### src/rtl/multicycle_ctrl.sv
// ============================================================================
//  Module   : multicycle_ctrl
//  Purpose  : Control FSM for a multicycle RV32I core. Sequences the shared
//             ALU, memory port, register file and immediate generator through
//             FETCH / DECODE / EXECUTE / MEM / WB states, with a memory-wait
//             watchdog and sticky traps for illegal opcodes and bus timeouts.
//  Ports    : clk, rst_n          - clock, synchronous active-low reset
//             inst_i              - instruction register contents
//             zero_i, lt_i, ltu_i - ALU compare flags for branches
//             mem_ready_i         - memory accepted/completed request
//             imm_sel_o           - immediate format (I=0,S=1,B=2,U=3,J=4)
//             alu_src_a_o/b_o, alu_op_o, result_sel_o, adr_sel_o - datapath muxes
//             mem_req_o, mem_we_o, ir_we_o, pc_we_o, reg_we_o     - enables
//             illegal_o, bus_err_o - sticky trap causes
//  Revision : 1.0 - initial release
// ============================================================================
`default_nettype none

module multicycle_ctrl #(
    // Wait cycles allowed in a memory state before bus-error trap (0..255,
    // 0 disables the watchdog).
    parameter int unsigned MAX_WAIT = 255
) (
    input  logic        clk,
    input  logic        rst_n,
    input  logic [31:0] inst_i,
    input  logic        zero_i,
    input  logic        lt_i,
    input  logic        ltu_i,
    input  logic        mem_ready_i,
    output logic [2:0]  imm_sel_o,
    output logic [1:0]  alu_src_a_o,
    output logic [1:0]  alu_src_b_o,
    output logic [1:0]  alu_op_o,
    output logic [1:0]  result_sel_o,
    output logic        adr_sel_o,
    output logic        mem_req_o,
    output logic        mem_we_o,
    output logic        ir_we_o,
    output logic        pc_we_o,
    output logic        reg_we_o,
    output logic        illegal_o,
    output logic        bus_err_o
);

    // ------------------------------------------------------------------
    // Constants
    // ------------------------------------------------------------------
    localparam logic [3:0] c_FETCH   = 4'd0;
    localparam logic [3:0] c_DECODE  = 4'd1;
    localparam logic [3:0] c_MEMADR  = 4'd2;
    localparam logic [3:0] c_MEMRD   = 4'd3;
    localparam logic [3:0] c_MEMWB   = 4'd4;
    localparam logic [3:0] c_MEMWR   = 4'd5;
    localparam logic [3:0] c_EXECR   = 4'd6;
    localparam logic [3:0] c_EXECI   = 4'd7;
    localparam logic [3:0] c_ALUWB   = 4'd8;
    localparam logic [3:0] c_BRANCH  = 4'd9;
    localparam logic [3:0] c_JALRADR = 4'd10;
    localparam logic [3:0] c_JAL     = 4'd11;
    localparam logic [3:0] c_LUI     = 4'd12;
    localparam logic [3:0] c_AUIPC   = 4'd13;
    localparam logic [3:0] c_TRAP    = 4'd14;

    localparam logic [6:0] c_OP_LOAD  = 7'b0000011;
    localparam logic [6:0] c_OP_STORE = 7'b0100011;
    localparam logic [6:0] c_OP_R     = 7'b0110011;
    localparam logic [6:0] c_OP_IMM   = 7'b0010011;
    localparam logic [6:0] c_OP_BR    = 7'b1100011;
    localparam logic [6:0] c_OP_JAL   = 7'b1101111;
    localparam logic [6:0] c_OP_JALR  = 7'b1100111;
    localparam logic [6:0] c_OP_LUI   = 7'b0110111;
    localparam logic [6:0] c_OP_AUIPC = 7'b0010111;

    localparam logic [2:0] c_IMM_I = 3'd0;
    localparam logic [2:0] c_IMM_S = 3'd1;
    localparam logic [2:0] c_IMM_B = 3'd2;
    localparam logic [2:0] c_IMM_U = 3'd3;
    localparam logic [2:0] c_IMM_J = 3'd4;

    localparam logic [1:0] c_A_PC    = 2'd0;
    localparam logic [1:0] c_A_OLDPC = 2'd1;
    localparam logic [1:0] c_A_RS1   = 2'd2;
    localparam logic [1:0] c_A_ZERO  = 2'd3;
    localparam logic [1:0] c_B_RS2   = 2'd0;
    localparam logic [1:0] c_B_IMM   = 2'd1;
    localparam logic [1:0] c_B_FOUR  = 2'd2;
    localparam logic [1:0] c_OP_ADD  = 2'd0;
    localparam logic [1:0] c_OP_SUB  = 2'd1;
    localparam logic [1:0] c_OP_FN   = 2'd2;
    localparam logic [1:0] c_RES_ALUOUT = 2'd0;
    localparam logic [1:0] c_RES_DATA   = 2'd1;
    localparam logic [1:0] c_RES_ALU    = 2'd2;

    localparam logic [8:0] c_WAIT_LIMIT = 9'(MAX_WAIT);
    localparam logic       c_WD_EN      = (MAX_WAIT != 0);

    // ------------------------------------------------------------------
    // Instruction fields
    // ------------------------------------------------------------------
    logic [6:0] w_opcode;
    logic [2:0] w_funct3;
    logic       w_unused_inst;

    assign w_opcode      = inst_i[6:0];
    assign w_funct3      = inst_i[14:12];
    // Remaining IR bits (incl. funct7b5) are consumed by the ALU decoder.
    assign w_unused_inst = ^{inst_i[31:15], inst_i[11:7]};

    // ------------------------------------------------------------------
    // State and bookkeeping registers
    // ------------------------------------------------------------------
    logic [3:0] state_q, state_d;
    logic [7:0] wait_cnt_q, wait_cnt_d;
    logic       illegal_q, illegal_d;
    logic       bus_err_q, bus_err_d;

    logic       w_set_illegal;
    logic       w_set_bus_err;
    logic       w_mem_wait;
    logic       w_wd_expire;
    logic       w_taken;
    logic       w_branch_bad;

    // A memory state that is still waiting this cycle.
    assign w_mem_wait = ((state_q == c_FETCH) || (state_q == c_MEMRD) ||
                         (state_q == c_MEMWR)) && !mem_ready_i;

    // Expiry fires on the MAX_WAIT-th consecutive wait cycle; a mem_ready in
    // that same cycle is excluded by w_mem_wait, so completion wins.
    assign w_wd_expire = c_WD_EN && w_mem_wait &&
                         (({1'b0, wait_cnt_q} + 9'd1) == c_WAIT_LIMIT);

    // funct3 010/011 are not defined for branches.
    assign w_branch_bad = (w_funct3[2:1] == 2'b01);

    always_comb begin
        case (w_funct3)
            3'b000:  w_taken = zero_i;
            3'b001:  w_taken = !zero_i;
            3'b100:  w_taken = lt_i;
            3'b101:  w_taken = !lt_i;
            3'b110:  w_taken = ltu_i;
            3'b111:  w_taken = !ltu_i;
            default: w_taken = 1'b0;
        endcase
    end

    // ------------------------------------------------------------------
    // State register
    // ------------------------------------------------------------------
    always_ff @(posedge clk) begin
        if (!rst_n) begin
            state_q    <= c_FETCH;
            wait_cnt_q <= 8'd0;
            illegal_q  <= 1'b0;
            bus_err_q  <= 1'b0;
        end else begin
            state_q    <= state_d;
            wait_cnt_q <= wait_cnt_d;
            illegal_q  <= illegal_d;
            bus_err_q  <= bus_err_d;
        end
    end

    // ------------------------------------------------------------------
    // Next-state logic
    // ------------------------------------------------------------------
    always_comb begin
        state_d       = state_q;
        w_set_illegal = 1'b0;
        w_set_bus_err = 1'b0;

        case (state_q)
            c_FETCH: begin
                if (mem_ready_i) begin
                    state_d = c_DECODE;
                end else if (w_wd_expire) begin
                    state_d       = c_TRAP;
                    w_set_bus_err = 1'b1;
                end
            end
            c_DECODE: begin
                case (w_opcode)
                    c_OP_LOAD, c_OP_STORE: state_d = c_MEMADR;
                    c_OP_R:                state_d = c_EXECR;
                    c_OP_IMM:              state_d = c_EXECI;
                    c_OP_BR:               state_d = c_BRANCH;
                    c_OP_JAL:              state_d = c_JAL;
                    c_OP_JALR:             state_d = c_JALRADR;
                    c_OP_LUI:              state_d = c_LUI;
                    c_OP_AUIPC:            state_d = c_AUIPC;
                    default: begin
                        state_d       = c_TRAP;
                        w_set_illegal = 1'b1;
                    end
                endcase
            end
            c_MEMADR:  state_d = (w_opcode == c_OP_LOAD) ? c_MEMRD : c_MEMWR;
            c_MEMRD, c_MEMWR: begin
                if (mem_ready_i) begin
                    state_d = (state_q == c_MEMRD) ? c_MEMWB : c_FETCH;
                end else if (w_wd_expire) begin
                    state_d       = c_TRAP;
                    w_set_bus_err = 1'b1;
                end
            end
            c_MEMWB:   state_d = c_FETCH;
            c_EXECR:   state_d = c_ALUWB;
            c_EXECI:   state_d = c_ALUWB;
            c_ALUWB:   state_d = c_FETCH;
            c_BRANCH: begin
                if (w_branch_bad) begin
                    state_d       = c_TRAP;
                    w_set_illegal = 1'b1;
                end else begin
                    state_d = c_FETCH;
                end
            end
            c_JALRADR: state_d = c_JAL;
            c_JAL:     state_d = c_ALUWB;
            c_LUI:     state_d = c_ALUWB;
            c_AUIPC:   state_d = c_ALUWB;
            c_TRAP:    state_d = c_TRAP;
            default:   state_d = c_TRAP;
        endcase

        illegal_d = illegal_q | w_set_illegal;
        bus_err_d = bus_err_q | w_set_bus_err;

        // Counter restarts on every state change and saturates so a disabled
        // watchdog never wraps.
        if (state_d != state_q) begin
            wait_cnt_d = 8'd0;
        end else if (w_mem_wait && (wait_cnt_q != 8'hFF)) begin
            wait_cnt_d = wait_cnt_q + 8'd1;
        end else begin
            wait_cnt_d = wait_cnt_q;
        end
    end

    // ------------------------------------------------------------------
    // Output decode
    // ------------------------------------------------------------------
    assign illegal_o = illegal_q;
    assign bus_err_o = bus_err_q;

    always_comb begin
        imm_sel_o    = c_IMM_I;
        alu_src_a_o  = c_A_PC;
        alu_src_b_o  = c_B_RS2;
        alu_op_o     = c_OP_ADD;
        result_sel_o = c_RES_ALUOUT;
        adr_sel_o    = 1'b0;
        mem_req_o    = 1'b0;
        mem_we_o     = 1'b0;
        ir_we_o      = 1'b0;
        pc_we_o      = 1'b0;
        reg_we_o     = 1'b0;

        // While reset is asserted everything stays at the idle values.
        if (rst_n) begin
            case (w_opcode)
                c_OP_STORE:           imm_sel_o = c_IMM_S;
                c_OP_BR:              imm_sel_o = c_IMM_B;
                c_OP_LUI, c_OP_AUIPC: imm_sel_o = c_IMM_U;
                c_OP_JAL:             imm_sel_o = c_IMM_J;
                default:              imm_sel_o = c_IMM_I;
            endcase

            case (state_q)
                c_FETCH: begin
                    mem_req_o    = 1'b1;
                    alu_src_b_o  = c_B_FOUR;
                    result_sel_o = c_RES_ALU;
                    ir_we_o      = mem_ready_i;
                    pc_we_o      = mem_ready_i;
                end
                c_DECODE: begin
                    alu_src_a_o = c_A_OLDPC;
                    alu_src_b_o = c_B_IMM;
                end
                c_MEMADR, c_JALRADR: begin
                    alu_src_a_o = c_A_RS1;
                    alu_src_b_o = c_B_IMM;
                end
                c_MEMRD: begin
                    mem_req_o = 1'b1;
                    adr_sel_o = 1'b1;
                end
                c_MEMWB: begin
                    reg_we_o     = 1'b1;
                    result_sel_o = c_RES_DATA;
                end
                c_MEMWR: begin
                    mem_req_o = 1'b1;
                    mem_we_o  = 1'b1;
                    adr_sel_o = 1'b1;
                end
                c_EXECR: begin
                    alu_src_a_o = c_A_RS1;
                    alu_op_o    = c_OP_FN;
                end
                c_EXECI: begin
                    alu_src_a_o = c_A_RS1;
                    alu_src_b_o = c_B_IMM;
                    alu_op_o    = c_OP_FN;
                end
                c_ALUWB:   reg_we_o = 1'b1;
                c_BRANCH: begin
                    alu_src_a_o = c_A_RS1;
                    alu_op_o    = c_OP_SUB;
                    pc_we_o     = w_taken;
                end
                c_JAL: begin
                    // PC takes the target from ALUOUT while the ALU forms
                    // OLDPC+4 for the link write in ALUWB.
                    pc_we_o     = 1'b1;
                    alu_src_a_o = c_A_OLDPC;
                    alu_src_b_o = c_B_FOUR;
                end
                c_LUI: begin
                    alu_src_a_o = c_A_ZERO;
                    alu_src_b_o = c_B_IMM;
                end
                c_AUIPC: begin
                    alu_src_a_o = c_A_OLDPC;
                    alu_src_b_o = c_B_IMM;
                end
                default: ;
            endcase
        end
    end

endmodule

`default_nettype wire

### config.mk
export PLATFORM = sky130hd
export DESIGN_NAME = multicycle_ctrl
export DESIGN_NICKNAME = d
export VERILOG_FILES = /design/src/rtl/multicycle_ctrl.sv
export SDC_FILE = /design/constraint.sdc
export NUM_CORES = 1
export LEC_CHECK = 0
export CORE_ASPECT_RATIO = 0.75
export CORE_MARGIN = 5
export CORE_UTILIZATION = 40
export CTS_BUF_LIST = sky130_fd_sc_hd__clkbuf_4 sky130_fd_sc_hd__clkbuf_8
export CTS_CLUSTER_DIAMETER = 40
export CTS_CLUSTER_SIZE = 28
export DETAILED_ROUTE_END_ITERATION = 7
export HOLD_SLACK_MARGIN = 0.05
export PLACE_DENSITY = 0.76
export SYNTH_ARGS = -nofsm -noshare
export SYNTH_HDL_FRONTEND = slang
export SYNTH_SLANG_ARGS = --single-unit
### constraint.sdc
create_clock -name clk -period 6.3 [get_ports clk]
set_clock_uncertainty 0.15 [all_clocks]
set_input_delay 1.26 -clock clk [delete_from_list [all_inputs] [get_ports clk]]
set_output_delay 1.26 -clock clk [all_outputs]
set_load 0.01 [all_outputs]
==> summary.md <==
| Metric | Value |
|---|---|
| Worst EP arrival | 3.17 ns |
| CTS root buffer | clkbuf_8 |
| Multi-input logic area | 998 sq um |
| Crit-path max cell delay | 0.64 ns |
| CTS tree | yes |
| R2R Path End | wait_cnt_q[1] |
| Grt total ovfl | 0 |
| Async SR Flop Fraction | 0 |
| Max Cap Viol | 0 |
| Post-Syn Area | 1340 sq um |
| HP Start | illegal_o |
| Final ANT Viol Nets | 0 |
| Worst Path Required | 4.89 ns |
| CTS Sinks | 14 |
| Hold path depth | 1 |
| Ports | 57 |
| CP Capture Type | output pin |
| Ys Warns | 0 |
| Fmax achieved | 218 MHz |
| Mapped Nets | 221 |
| Status | completed |
| 1st-iter DRT viols | 123 |
| Slowest CP cell | clkdlybuf4s50_1 |
| Site Rows | 18 |
| Routability Congestion | 0.845 |
| Worst-path fanout max | 12 |
| HP Class | reg -> reg |
| Post-detail-place hpwl | 2540 um |
| # setup viols final | 0 |
| Largest net degree at the start of global routing | 24 |
| H-tree depth | 1 |
| VDD IR max | 104 uV |
| Mapped Avg Cell Area | 7.42 sq um |
| Distinct cells, synth | 48 |
| Tcrit/Tclk final | 0.727 |
| Via density | 5.58 |
| R2R depth | 5 |
| Start of the worst register-to-register path | state_q[0] |
| Uppermost layer routed | met4 |
| Routed WL | 3340 um |
| Post-cts hold buffer count | 0 |
| Setup_tns | 0 ns |
| Placeable Area | 3270 sq um |
| Vias in the first global route | 1181 |
| Nets | 250 |
| Met2 wire length | 1360 um |
| CTS clk-pin slew, worst paths | 0.05 ns |
| IO Port Bufs | 34 |
| Endpoints failing hold | 0 |
| First-pass detailed-route iteration total | 4 |
| Register bit total from synthesis | 14 |
| Cts bufs inserted | 3 |
| Clock Latency Late Sink | 0.24 ns |
| P per Cell Area | 192 nW/um^2 |
| Worst Path Buf+Inv | 3 |
| CP most frequent cell | clkdlybuf4s50_1 |
| Hold Crit Endpoint | illegal_o |
| Unrepaired setup endpoints after global routing | no |
| Number of flops mapped to enable cells by yosys | 0 |
| Synth area leaders | dfxtp_1 (21%), nor2_1 (6.4%), a21oi_1 (4.8%) |
| WL/cell | 13.5 um |
| DRC viols | 0 |
| Setup bufs post-CTS | 0 |
| Die Y | 60.2 um |
| Fin util | 0.531 |
| Leak pwr | 0.610 nW |
| M1 WL | 1720 um |
| Syn-to-layout area delta | 29.0% |
| Via count | 1385 |
| Die width | 76.9 um |
| Crit start category | primary input |
| Die Area | 4630 sq um |
| FILL cells | 322 |
| Diodes inserted | 0 |
| Synth Flop Type | dfxtp_1 |
| Slew margin rel. | 0.400 |
| Yosys top cell by area | dfxtp_1 |
| Yosys top cell area share | 0.209 |
| R2r setup slk | 3.66 ns |
| Measured slew at the worst slew-check pin | 0.887 ns |
| Share of layout cells above drive strength 1 | 0.0817 |
| WHS | 0.341 ns |
| Fin. max-slew vios | 0 |
| Initial antenna violation count | 0 |
| Initial core utilization | 0.411 |
| Final Critical Period | 4.58 ns |
| CP Class | in -> out |
| Routed met3 length | 229 um |
| Register area | 280 sq um |
| Synthesized netlist cell count | 181 |
| Worst path cell trace | clkdlybuf4s50_1, inv_1, nor4_1, clkdlybuf4s50_1 |
| CP top delay family | buffers and inverters |
| Seq/Total Area, Yosys | 0.209 |
| First-pass GRT wire length | 5530 um |
| Max Root-Sink Buffers | 2 |
| Post-cts gate resize count | 0 |
| Total track usage | 0.144 |
-- report_power, final --
group          switching, W  internal [W]
combinational     0.0000750     0.0000728
sequential        0.0000206     0.0000948
clock             0.0000273     0.0000421
-- logic make-up (layout without fill, tap and decap cells) --
group           count (synthesis)  count (layout)  synth area share
fa+ha+maj                       2               2            0.0186
xor+xnor                       11              11            0.0717
compound gates                 38              38             0.202
simple gates                   96              96             0.421
buf+inv                        16              43            0.0484
mux                             4               4            0.0298
flops                          14              14             0.209
-- per-stage QoR --
step	instances	setup WS [ns]	instance area [sq um]	power (W)
2_1_floorplan	181	2.95	1340	0.000213
3_3_place_gp	245	1.74	1690	0.000262
3_5_place_dp	245	1.73	1690	0.000264
4_1_cts	248	1.74	1730	0.000335
5_1_grt	248	1.61	1730	0.000355
6_report	248	1.72	1730	0.000333
-- placed cells by master (no fill, tap or decap), drive strengths merged, types with 5 or more instances in the layout --
cell / synthesis / final
nand3: 5 / 5
a21oi: 13 / 13
nor2: 23 / 23
dfxtp: 14 / 14
clkdlybuf4s50: 0 / 34
inv: 6 / 6
nor4: 5 / 5
o21ai: 7 / 7
nor3: 9 / 9
xor2: 7 / 7
nand2: 17 / 17
nor2b: 6 / 6
nand4: 5 / 5
-- area by class of cell --
cell class	instances	share of cell area
flip-flops and latches	14	0.162
inverters	6	0.0130
well taps	40	0.0289
clock buffers	3	0.0238
multi-input cells	151	0.576
repair buffers	34	0.196
-- cells in the mapped netlist, types with 2 or more instances --
| cell type | count |
|---|---|
| mux2i_1 | 4 |
| o21ai_0 | 7 |
| nand3_1 | 5 |
| nor3_1 | 9 |
| nand2b_1 | 3 |
| nor3b_1 | 2 |
| o311ai_0 | 2 |
| a211oi_2 | 2 |
| o31a_1 | 2 |
| or3_1 | 2 |
| and3_1 | 4 |
| nor2_1 | 23 |
| xor2_1 | 7 |
| nand3b_1 | 4 |
| ha_1 | 2 |
| nand4_1 | 4 |
| nor2b_1 | 6 |
| clkbuf_1 | 5 |
| xnor2_1 | 4 |
| or3b_2 | 2 |
| nand2_1 | 17 |
| dfxtp_1 | 14 |
| buf_2 | 4 |
| inv_1 | 6 |
| a21oi_1 | 13 |
| nor4_1 | 4 |
| a31oi_1 | 3 |
-- worst max-delay path by stage --
stage	start	end	slack [ns]	cells after the start
2_1_floorplan	inst_i[14]	pc_we_o	2.95	5
3_3_place_gp	rst_n	imm_sel_o[2]	1.74	4
3_5_place_dp	rst_n	imm_sel_o[2]	1.73	4
4_1_cts	rst_n	imm_sel_o[2]	1.74	4
5_1_grt	rst_n	imm_sel_o[2]	1.61	4
6_report	rst_n	imm_sel_o[2]	1.72	4
-- worst register-to-register path, delay by kind of cell (launching register included) --
kind | cells | cell delay [ns]
compound gates | 2 | 0.56
flops | 1 | 0.67
simple gates | 3 | 1.18
-- state kept, by name, indices dropped and copies added (netlist names) --
signal      cells
wait_cnt_q      8
state_q         4
bus_err_o       1
illegal_o       1
-- metal layers --
metal,vias up,global-route usage
met5,-,0
met4,0,0.0374
met3,5,0.0346
met2,40,0.203
met1,627,0.216
li1,713,-
Note: power is estimated with default switching activity, not from simulation.
